## config.mk

```make
export PLATFORM = sky130hd
export DESIGN_NAME = noc_sink_client
export DESIGN_NICKNAME = d
export VERILOG_FILES = /design/src/rtl/noc_sink_client.sv
export SDC_FILE = /design/constraint.sdc
export NUM_CORES = 1
export LEC_CHECK = 0
export CAP_MARGIN = 0
export CORE_MARGIN = 4
export CORE_UTILIZATION = 29
export CTS_BUF_LIST = sky130_fd_sc_hd__clkbuf_4 sky130_fd_sc_hd__clkbuf_8
export DETAILED_ROUTE_END_ITERATION = 6
export DONT_BUFFER_PORTS = 1
export PLACE_DENSITY = 0.46
export SLEW_MARGIN = 20
export SYNTH_ARGS = -nofsm -noshare
export SYNTH_HDL_FRONTEND = slang
export SYNTH_SLANG_ARGS = --single-unit
export TNS_END_PERCENT = 10
```

## constraint.sdc

```tcl
create_clock -name clk -period 2.8 [get_ports clk]
set_input_delay 0.56 -clock clk [delete_from_list [all_inputs] [get_ports clk]]
set_output_delay 0.56 -clock clk [all_outputs]
set_load 0.1 [all_outputs]
```

## src/rtl/noc_sink_client.sv

```systemverilog
`default_nettype none
// ============================================================================
// noc_sink_client : BFT NoC receive endpoint, checks dest/ordering, counts pkts
// Revision: 1.0
// ============================================================================
module noc_sink_client #(
    parameter int N     = 2,
    parameter int D_W   = 32,
    parameter int A_W   = $clog2(N) + 1,
    parameter int posx  = 0,
    parameter int LIMIT = 1024,
    parameter int RATE  = 100
) (
    input  logic             clk,
    input  logic             rst,
    input  logic             ce,
    input  logic [A_W+D_W:0] s_axis_c_wdata,
    input  logic             s_axis_c_wvalid,
    output logic             s_axis_c_wready,
    input  logic             s_axis_c_wlast,
    output logic [31:0]      rx_pkts,
    output logic [15:0]      err_cnt,
    output logic             done
);

    localparam int SI_W = (N > 1) ? $clog2(N) : 1;
    localparam int S_W  = D_W - 16;

    localparam logic [1:0] c_IDLE = 2'd0;
    localparam logic [1:0] c_BODY = 2'd1;
    localparam logic [1:0] c_DONE = 2'd2;

    localparam logic [A_W-1:0] c_POSX  = A_W'(posx);
    localparam logic [S_W-1:0] c_NSRC  = S_W'(N);
    localparam logic [31:0]    c_LIMIT = 32'(LIMIT);

    logic [1:0]     state_q, state_d;
    logic           wready_q, wready_d;
    logic [15:0]    lfsr_q, lfsr_d;
    logic [31:0]    rx_q, rx_d;
    logic [15:0]    err_q, err_d;
    logic           done_q, done_d;
    logic [A_W-1:0] hdr_dest_q, hdr_dest_d;
    logic [15:0]    exp_seq_q [N];

    logic [A_W-1:0]  w_dest;
    logic [S_W-1:0]  w_src;
    logic [15:0]     w_seq;
    logic [SI_W-1:0] w_src_idx;
    logic            w_accept, w_hdr, w_body;
    logic            w_src_ok, w_dest_ok, w_hdr_valid, w_err;
    logic            w_rate_ok, w_fb;
    logic            w_unused_rsvd;

    assign w_dest        = s_axis_c_wdata[A_W+D_W:D_W+1];
    assign w_src         = s_axis_c_wdata[D_W-1:16];
    assign w_seq         = s_axis_c_wdata[15:0];
    assign w_src_idx     = w_src[SI_W-1:0];
    assign w_unused_rsvd = s_axis_c_wdata[D_W];

    assign w_accept = s_axis_c_wvalid & wready_q & ce;
    // Once the packet budget is reached, IDLE goes to DONE instead of accepting.
    assign w_hdr  = w_accept && (state_q == c_IDLE) && (rx_q != c_LIMIT);
    assign w_body = w_accept && (state_q == c_BODY);

    assign w_src_ok    = (w_src < c_NSRC);
    assign w_dest_ok   = (w_dest == c_POSX);
    assign w_hdr_valid = w_hdr & w_src_ok & w_dest_ok;
    assign w_err       = (w_hdr & ~(w_src_ok & w_dest_ok))
                       | (w_hdr_valid & (w_seq != exp_seq_q[w_src_idx]))
                       | (w_body & (w_dest != hdr_dest_q));

    assign w_fb = lfsr_q[15] ^ lfsr_q[13] ^ lfsr_q[12] ^ lfsr_q[10];

    generate
        if (RATE >= 100) begin : g_no_bp
            assign w_rate_ok = 1'b1;
        end else begin : g_bp
            localparam logic [6:0] c_RATE = 7'(RATE);
            assign w_rate_ok = ((lfsr_q[6:0] % 7'd100) < c_RATE);
        end
    endgenerate

    always_comb begin
        state_d    = state_q;
        lfsr_d     = lfsr_q;
        rx_d       = rx_q;
        err_d      = err_q;
        done_d     = done_q;
        hdr_dest_d = hdr_dest_q;
        if (ce) begin
            lfsr_d = {lfsr_q[14:0], w_fb};
            case (state_q)
                c_IDLE: begin
                    if (rx_q == c_LIMIT) begin
                        state_d = c_DONE;
                    end else if (w_hdr) begin
                        if (s_axis_c_wlast) begin
                            rx_d = rx_q + 32'd1;
                        end else begin
                            state_d    = c_BODY;
                            hdr_dest_d = w_dest;
                        end
                    end
                end
                c_BODY: begin
                    if (w_body && s_axis_c_wlast) begin
                        state_d = c_IDLE;
                        rx_d    = rx_q + 32'd1;
                    end
                end
                c_DONE:  done_d  = 1'b1;
                default: state_d = c_IDLE;
            endcase
            if (w_err && (err_q != 16'hFFFF)) begin
                err_d = err_q + 16'd1;
            end
        end
        // Ready looks ahead so the flit after the LIMIT-th packet is never offered a slot.
        wready_d = ce && (state_d != c_DONE)
                      && !((state_d == c_IDLE) && (rx_d == c_LIMIT))
                      && w_rate_ok;
    end

    always_ff @(posedge clk) begin
        if (rst) begin
            state_q    <= c_IDLE;
            wready_q   <= 1'b0;
            lfsr_q     <= 16'hACE1;
            rx_q       <= '0;
            err_q      <= '0;
            done_q     <= 1'b0;
            hdr_dest_q <= '0;
        end else begin
            state_q    <= state_d;
            wready_q   <= wready_d;
            lfsr_q     <= lfsr_d;
            rx_q       <= rx_d;
            err_q      <= err_d;
            done_q     <= done_d;
            hdr_dest_q <= hdr_dest_d;
        end
    end

    always_ff @(posedge clk) begin
        if (rst) begin
            for (int i = 0; i < N; i++) begin
                exp_seq_q[i] <= '0;
            end
        end else if (w_hdr_valid) begin
            exp_seq_q[w_src_idx] <= w_seq + 16'd1;
        end
    end

    assign s_axis_c_wready = wready_q;
    assign rx_pkts         = rx_q;
    assign err_cnt         = err_q;
    assign done            = done_q;

endmodule
`default_nettype wire

```

==> impl_metrics.json <==
{
  "chipWidth_um": 141.1,
  "syn_inst": 573,
  "path_delay_family": "simple AND/OR/NAND/NOR gates",
  "min_delay_path_depth": 1,
  "worstSkewPairLatency_ps": 390,
  "viasPerCell": 5.332,
  "fin_worst_skew_ps": 15.74,
  "pwr-share-seq_pct": 55.0,
  "drive_gt1_share_pct": 27.55,
  "cp.buffers_inverters": 2,
  "finalHoldViolCount": 0,
  "critPathRequiredTime_ps": 3050,
  "row_count": 48,
  "power_frac_comb_pct": 5.5,
  "cts_max_level": 3,
  "timing.rr.end": "s_axis_c_wready",
  "startpoint_type": "flip-flop",
  "hold_start": "rst",
  "async_reset_ff_share_pct": 0,
  "dpl.hpwl_um": 11720,
  "synthDistinctLibCells": 72,
  "cts_max_path_buffers": 2,
  "hold_path.class": "input pin to flip-flop",
  "clock-sinks": 86,
  "synth_top_cell_by_area": "dfxtp_1",
  "whs_ps": 234.2,
  "cp_slowest_cell": "or4_1",
  "fin_crit_sh_pct": 94.94,
  "fp.coreArea_um2": 17360,
  "crit_path_start": "rx_pkts[1]",
  "vias": 4703,
  "crit_chain": "inv_2 -> ha_4 -> nor4b_4 -> nand4_1 -> buf_4 -> o21a_4 -> o211ai_2 -> mux2i_1 -> or4_1 -> nor4_2 -> a21oi_1",
  "synth_area_um2": 5136,
  "start_util_pct": 29.59,
  "grt_overflow": 0,
  "io_buffers": 0,
  "path_class": "flip-flop to flip-flop",
  "worst_pin_slew_ps": 772.1,
  "leakage_uw": 0.002397,
  "root_buffer": "clkbuf_8",
  "drc": 0,
  "power.switching_uw": 586.1,
  "antenna_found_initial": 0,
  "firstDrtPassIters": 5,
  "synth.top_cell.area_share_pct": 21.05,
  "antenna_cells": 0,
  "p_per_area_nw_per_um2": 377.2,
  "seq_area_frac_synth_pct": 39.76,
  "final_common_cell": "buf_4",
  "grt_start_max_net_pins": 53,
  "synth_seq_cells": 86,
  "synth_area_per_cell_um2": 8.964,
  "slew_viol_final": 0,
  "power.total_uw": 2391,
  "cpPeakStageDelay_ps": 550,
  "switching_share_pct": 24.51,
  "slew_headroom_pct": 48.05,
  "ir_worst_vdd_mv": 0.1844,
  "dpl_cell_area_um2": 6001,
  "ys_warn_count": 0,
  "synth_nets": 617,
  "postRouteAntennaNets": 0,
  "wl_um": 15510,
  "cts_hold_buffers": 0,
  "wl_per_cell_um": 17.58,
  "first_global_vias": 4653,
  "synth_edf_count": 32,
  "period_needed_ps": 2658,
  "die_h_um": 141.1,
  "cp_max_fo": 7,
  "pin_count": 90,
  "grt_pass1_wl_um": 24610,
  "dieArea_um2": 19900,
  "end_kind": "flip-flop",
  "design_area_um2": 6340,
  "hold_end": "err_cnt[15]",
  "fmax_mhz": 376.2,
  "clock_power_share_pct": 39.5,
  "tns_ps": 0,
  "run_status": "complete, no violations",
  "p_int_uw": 1805,
  "yosys_most_used_dff": "dfxtp_1",
  "rsz0062_at_grt": "true",
  "reg2reg_slack_ps": 140,
  "cts_tree": "built",
  "crit_arrival_ps": 2910,
  "gp_congestion": 0.8826,
  "track_usage_pct": 15.61,
  "layout_common_cells": "buf_4, nor2_1, xnor2_1",
  "drt_iter0_drc": 265,
  "synthToLayoutAreaGrowth_pct": 23.43,
  "reg2regPathDepth": 11,
  "timing.rr.start": "rx_pkts[1]",
  "synth.area.top_cells": "dfxtp_1, edfxtp_1, xnor2_1, nor2_1, mux2i_1",
  "maxCapViolCount": 0,
  "finalSetupViolations": 0,
  "numCtsBuffers": 9,
  "final_net_count": 696,
  "clk_pin_slew_worst_paths_ps": 100
}
[sequential cells by signal, indices dropped and copies added (netlist names)]
signal / count
state_q: 2
err_cnt: 16
done: 1
hdr_dest_q: 2
exp_seq_q: 32
rx_pkts: 32
s_axis_c_wready: 1
[cell families (layout without fill, tap and decap cells)]
family	after synthesis	count (layout)	synth area share [%]
fa+ha+maj	4	4	0.9745
buf+inv	45	129	4.312
mux	24	24	4.726
simple gates	270	270	28.92
compound gates	85	85	11.26
flops	86	86	39.76
xor+xnor	59	59	10.06
[timing repair]
action                     4_1_cts  5_1_grt
gates resized for setup          0       20
setup endpoints to repair        0       52
buffers inserted                 0        7
[stage by stage]
stage	worst slack (ps)	util [%]	instances
finish	141.6	36.53	882
global route	-8.203	36.53	882
CTS	8.494	35.77	875
detailed placement	55.32	34.57	859
global placement	43.98	34.57	859
floorplan	-129.9	-	573
[cells in the mapped netlist, types with 4 or more instances]
library cell,n
a21oi_1,26
and2_1,11
and3_1,12
and4_1,4
buf_2,8
buf_4,5
clkbuf_1,11
dfxtp_1,54
edfxtp_1,32
ha_1,4
inv_1,14
mux2i_1,22
nand2_1,33
nand3_1,24
nand4_1,16
nor2_1,81
nor2b_1,4
nor3_1,12
nor4_1,23
nor4b_1,4
o21ai_0,16
o31ai_1,7
or2_1,4
or3_1,15
or4_1,8
xnor2_1,38
xor2_1,21
[metal layers]
metal	share of wire, %	vias to the layer above	GRT usage, %
li1	-	2255	-
met1	44	2263	20.07
met2	48	161	26.01
met3	6.2	24	3.630
met4	1.9	0	4.844
met5	0	-	0
[power by group through the flow]
stage / Sequential, uW / Combinational [uW] / Clock (uW)
2_1_floorplan: 1350 / 103 / 0
3_3_place_gp: 1340 / 129 / 0
3_5_place_dp: 1340 / 130 / 0
4_1_cts: 1320 / 131 / 988
5_1_grt: 1320 / 145 / 1040
6_report: 1310 / 133 / 944
[area by class of cell]
type	count	area, um^2
multi-input combinational	442	2959
fill	1775	11020
timing repair buffer	99	743.2
sequential	86	2093
clock buffer	10	131.4
clock inverter	6	76.32
inverter	14	55.05
tap	225	281.5
[how the worst max path moves through the flow]
stage	to	slack (ps)	depth (start not counted)
2_1_floorplan	err_cnt[3]	-130	9
3_3_place_gp	s_axis_c_wready	40	8
3_5_place_dp	s_axis_c_wready	60	8
4_1_cts	s_axis_c_wready	8	8
5_1_grt	s_axis_c_wready	-8	11
6_report	s_axis_c_wready	140	11
No activity file was read; power rests on OpenSTA's default activity.
